`src/rtl/channel_encoder8_3.sv`:
```
// Sequential 8-to-3 channel encoder: captures a request vector and streams the
// index of every set bit, lowest first, one per valid/ready handshake.
module channel_encoder8_3 (
    input  logic       Clk,
    input  logic       Rst,
    input  logic       Enable,
    input  logic       Load,
    input  logic [7:0] Din,
    input  logic       Ready,
    output logic [2:0] Bout,
    output logic       Valid,
    output logic       Busy,
    output logic       Done,
    output logic       MultiHot,
    output logic [3:0] Count
);

    localparam logic IDLE = 1'b0;
    localparam logic EMIT = 1'b1;

    logic       state_r;
    logic [7:0] pending_r;
    logic [2:0] bout_r;
    logic       valid_r;
    logic       busy_r;
    logic       done_r;
    logic       multihot_r;
    logic [3:0] count_r;

    logic [7:0] pending_clr_s;
    logic [2:0] din_idx_s;
    logic [2:0] next_idx_s;
    logic [3:0] din_cnt_s;

    // Index of the lowest set bit; the loop runs high-to-low so the lowest hit wins.
    function automatic logic [2:0] lowest_idx(input logic [7:0] v);
        logic [2:0] idx;
        idx = 3'd0;
        for (int i = 7; i >= 0; i--) begin
            if (v[i]) begin
                idx = 3'(i);
            end else begin
                idx = idx;
            end
        end
        return idx;
    endfunction

    function automatic logic [3:0] popcount(input logic [7:0] v);
        logic [3:0] cnt;
        cnt = 4'd0;
        for (int i = 0; i < 8; i++) begin
            cnt = cnt + {3'd0, v[i]};
        end
        return cnt;
    endfunction

    // Capture-side and drain-side helpers for the request vector.
    always_comb begin
        pending_clr_s = pending_r & ~(8'd1 << bout_r);
        din_idx_s     = lowest_idx(Din);
        next_idx_s    = lowest_idx(pending_clr_s);
        din_cnt_s     = popcount(Din);
    end

    // Control FSM and registered outputs; abort and reset keep Done low.
    always_ff @(posedge Clk) begin
        if (Rst) begin
            state_r    <= IDLE;
            pending_r  <= 8'd0;
            bout_r     <= 3'd0;
            valid_r    <= 1'b0;
            busy_r     <= 1'b0;
            done_r     <= 1'b0;
            multihot_r <= 1'b0;
            count_r    <= 4'd0;
        end else if (!Enable) begin
            state_r   <= IDLE;
            pending_r <= 8'd0;
            valid_r   <= 1'b0;
            busy_r    <= 1'b0;
            done_r    <= 1'b0;
        end else begin
            case (state_r)
                IDLE: begin
                    done_r <= 1'b0;
                    if (Load) begin
                        count_r    <= din_cnt_s;
                        multihot_r <= (din_cnt_s > 4'd1);
                        if (Din != 8'd0) begin
                            pending_r <= Din;
                            bout_r    <= din_idx_s;
                            valid_r   <= 1'b1;
                            busy_r    <= 1'b1;
                            state_r   <= EMIT;
                        end else begin
                            done_r <= 1'b1;
                        end
                    end else begin
                        state_r <= IDLE;
                    end
                end
                EMIT: begin
                    done_r <= 1'b0;
                    if (valid_r && Ready) begin
                        pending_r <= pending_clr_s;
                        if (pending_clr_s != 8'd0) begin
                            bout_r <= next_idx_s;
                        end else begin
                            valid_r <= 1'b0;
                            busy_r  <= 1'b0;
                            done_r  <= 1'b1;
                            state_r <= IDLE;
                        end
                    end else begin
                        state_r <= EMIT;
                    end
                end
                default: begin
                    state_r   <= IDLE;
                    pending_r <= 8'd0;
                    valid_r   <= 1'b0;
                    busy_r    <= 1'b0;
                    done_r    <= 1'b0;
                end
            endcase
        end
    end

    assign Bout     = bout_r;
    assign Valid    = valid_r;
    assign Busy     = busy_r;
    assign Done     = done_r;
    assign MultiHot = multihot_r;
    assign Count    = count_r;

endmodule

```
`config.mk`:
```
export PLATFORM = sky130hd
export DESIGN_NAME = channel_encoder8_3
export DESIGN_NICKNAME = d
export VERILOG_FILES = /design/src/rtl/channel_encoder8_3.sv
export SDC_FILE = /design/constraint.sdc
export NUM_CORES = 1
export LEC_CHECK = 0
export ABC_AREA = 1
export CAP_MARGIN = 10
export CORE_ASPECT_RATIO = 0.75
export CORE_UTILIZATION = 45
export CTS_CLUSTER_DIAMETER = 60
export DETAILED_ROUTE_END_ITERATION = 10
export GPL_ROUTABILITY_DRIVEN = 0
export PLACE_DENSITY = 0.7
export SETUP_SLACK_MARGIN = 0.1
export SLEW_MARGIN = 0
export SYNTH_ARGS = -nofsm -noshare
export SYNTH_HDL_FRONTEND = slang
export SYNTH_SLANG_ARGS = --single-unit
```
`constraint.sdc`:
```
create_clock -name Clk -period 6.35 [get_ports Clk]
set_input_delay 1.27 -clock Clk [delete_from_list [all_inputs] [get_ports Clk]]
set_output_delay 1.27 -clock Clk [all_outputs]
set_load 0.01 [all_outputs]
```
==> results.cfg <==
[outcome]
status = completed

[clock_network]
cts_root_buf = clkbuf_8
tritoncts = yes
h-tree-depth = 1
cts_resized = 0
cts_inserted_buffers = 3
worstSkewPairLatency_ns = 0.26
cts_setup_buffers = 0
cts_sinks = 19
cts_max_path_buffers = 2
hold_buffers = 0
clk_pin_slew_worst_paths_ns = 0.07

[critical_path]
crit_required_ns = 6.52
path_buf_inv = 5
worstSetupStartpointType = primary input
path_delay_family = adder cells
critPathArrivalTime_ns = 4.34
crit_chain = clkdlybuf4s50_1 -> fa_1 -> inv_1 -> fa_1 -> fa_1 -> inv_1 -> ha_1 -> inv_1 -> fa_1 -> xnor2_1 -> o22ai_1 -> nand2_1 -> nand2_1 -> inv_1
crit_path_max_incr_delay_ns = 0.55
crit_cells = 14
cp-end-kind = flip-flop
worstPathMaxFanout = 3
slowest_stage = fa_1
r2r_cells = 7
path_class = in -> reg

[die]
die_h_microns = 48.8
rows = 16
die_area_sq_um = 3140
core_sq_um = 2680
initial_core_util_pct = 49.0
die_w_microns = 64.4
io_pins = 24

[drt]
dr.pass1.iters = 4
vias_per_cell = 5.17
vias = 1292
drtIter0Drc = 52
drc = 0
wl_per_cell_microns = 12.0
routed_wl_mm = 3.00
ant_nets = 0

[timing]
fin_worst_skew_ns = 0.00133
timing.hold.ws_ns = 0.470
period_share_pct = 65.8
rsz0062_at_grt = no
fin_tns_setup_ns = 0
relSlewSlack_pct = 53.7
tightest_slew_ns = 0.692
fmax_mhz = 239
final_hold_viol_count = 0
slew_viol_final = 0
period_needed_ns = 4.18
setup_viol = 0

[final_layout]
stdcell_count = 250
drive_gt1_share_pct = 15.4
nets = 236
area_delta_synth_final_pct = 22.0
diodes = 0
fillers = 260

[synth]
synth_edf_count = 0
synth_common_cells = nand2_1, dfxtp_1, inv_1
yosysMostFrequentCell = nand2_1
yosysTopAreaCell = dfxtp_1
synth_warnings = 0
synth_area_per_cell_sq_um = 6.84
syn-num-nets = 213
synth.area.top_cells = dfxtp_1, nand2_1, fa_1, nand3_1, inv_1
synth.top_cell.area_share_pct = 29.0
syn-cell-area_sq_um = 1310
ys_seq_elements = 19
yosys_most_used_dff = dfxtp_1
ys_async_sr_fraction_pct = 0
synthCells = 192
synth_cell_types = 31
synth-seq-area-share_pct = 29.0

[grt]
grt_remaining_overflow = 0
grt_pass1_vias = 1116
grt_max_degree = 15
grt.total_usage_pct = 20.6
grt_pass1_wl_mm = 5.03
antenna_found_initial = 0

[placed_design]
port-buffer-count = 23
dp_cells = 246
dp_hpwl_mm = 2.45

[hold_path]
whs_path_depth = 2
min_path_type = reg -> reg

[run]
cap_violations = 0

[power_and_ir_drop]
ir_drop_v = 0.000132
total_leakage_power_uw = 0.000721
powerDensity_nw_per_um2 = 199
[metal layers]
metal  GRT usage (%)  part of all wire (%)
met1            28.8                    48
met2            33.2                    46
met3            4.21                   5.8
met4            3.33                  0.17
met5               0                     0
[per-stage QoR]
stage          util (%)  power (uW)  setup slack [ns]  cell area (sq um)
2_1_floorplan         -         203              2.51               1310
3_3_place_gp       58.0         231              1.99               1560
3_5_place_dp       58.0         235              1.88               1560
4_1_cts            59.7         323              2.17               1600
5_1_grt            59.7         342              1.98               1600
6_report           59.7         319              2.17               1600
[power breakdown]
part | total [uW] | switching (uW) | internal (uW) | leakage (uW)
Sequential | 134 | 7.12 | 127 | 0.000156
Combinational | 98.5 | 54.9 | 43.6 | 0.000540
Clock | 86.6 | 42.9 | 43.7 | 0.0000255
[final timing paths]
kind                         startpoint               endpoint  slack (ns)
hold / removal    Count[3]$_SDFFE_PP0P_  Count[3]$_SDFFE_PP0P_        0.47
hold reg to reg   Count[3]$_SDFFE_PP0P_  Count[3]$_SDFFE_PP0P_        0.47
setup reg to reg     state_r$_SDFF_PP0_  MultiHot$_SDFFE_PP0P_        4.60
setup / recovery                 Din[0]  MultiHot$_SDFFE_PP0P_        2.17
[cell type report]
class,instances,area (sq um),share of cell area [%]
tap,36,45.0,2.81
sequential,19,380,23.7
timing repair buffer,23,230,14.4
clock inverter,1,5.00,0.312
multi-input combinational,139,790,49.3
clock buffer,3,41.3,2.58
inverter,29,111,6.95
[placed cells by master, fill, tap and decap left out, types with 3 or more instances in the layout]
cell,synthesis,layout
ha_1,4,4
o21ai_0,10,10
clkdlybuf4s50_1,0,23
dfxtp_1,19,19
clkbuf_8,0,3
nand3_2,3,3
nand3_1,16,16
a21oi_1,8,8
nand2_2,6,6
nor2_1,14,14
o21ai_1,3,3
inv_1,19,19
nand2_1,47,47
fa_1,4,4
a31oi_1,8,8
inv_2,9,9
nor2_2,5,5
[sequential cells by signal (all words and copies together) (netlist names)]
signal and cells:
Count 4, Done 1, Busy 1, state_r 1, Bout 3, MultiHot 1, pending_r 8
[logic make-up (layout without fill, tap and decap cells)]
| group | after synthesis | after routing | synth area share (%) |
|---|---|---|---|
| and+or+nand+nor | 97 | 97 | 35.4 |
| buffers and inverters | 34 | 56 | 11.0 |
| AOI/OAI and AO/OA | 33 | 33 | 14.1 |
| DFF | 19 | 19 | 29.0 |
| adders and majority gates | 8 | 8 | 9.91 |
| xor gates and xnor gates | 1 | 1 | 0.667 |
[tightest hold or removal path, stage by stage, from the launching register on]
cell and delay [ns]:
dfxtp_1 0.31, nand2_1 0.06, a21oi_1 0.06
Note: power is estimated with default switching activity, not from simulation.
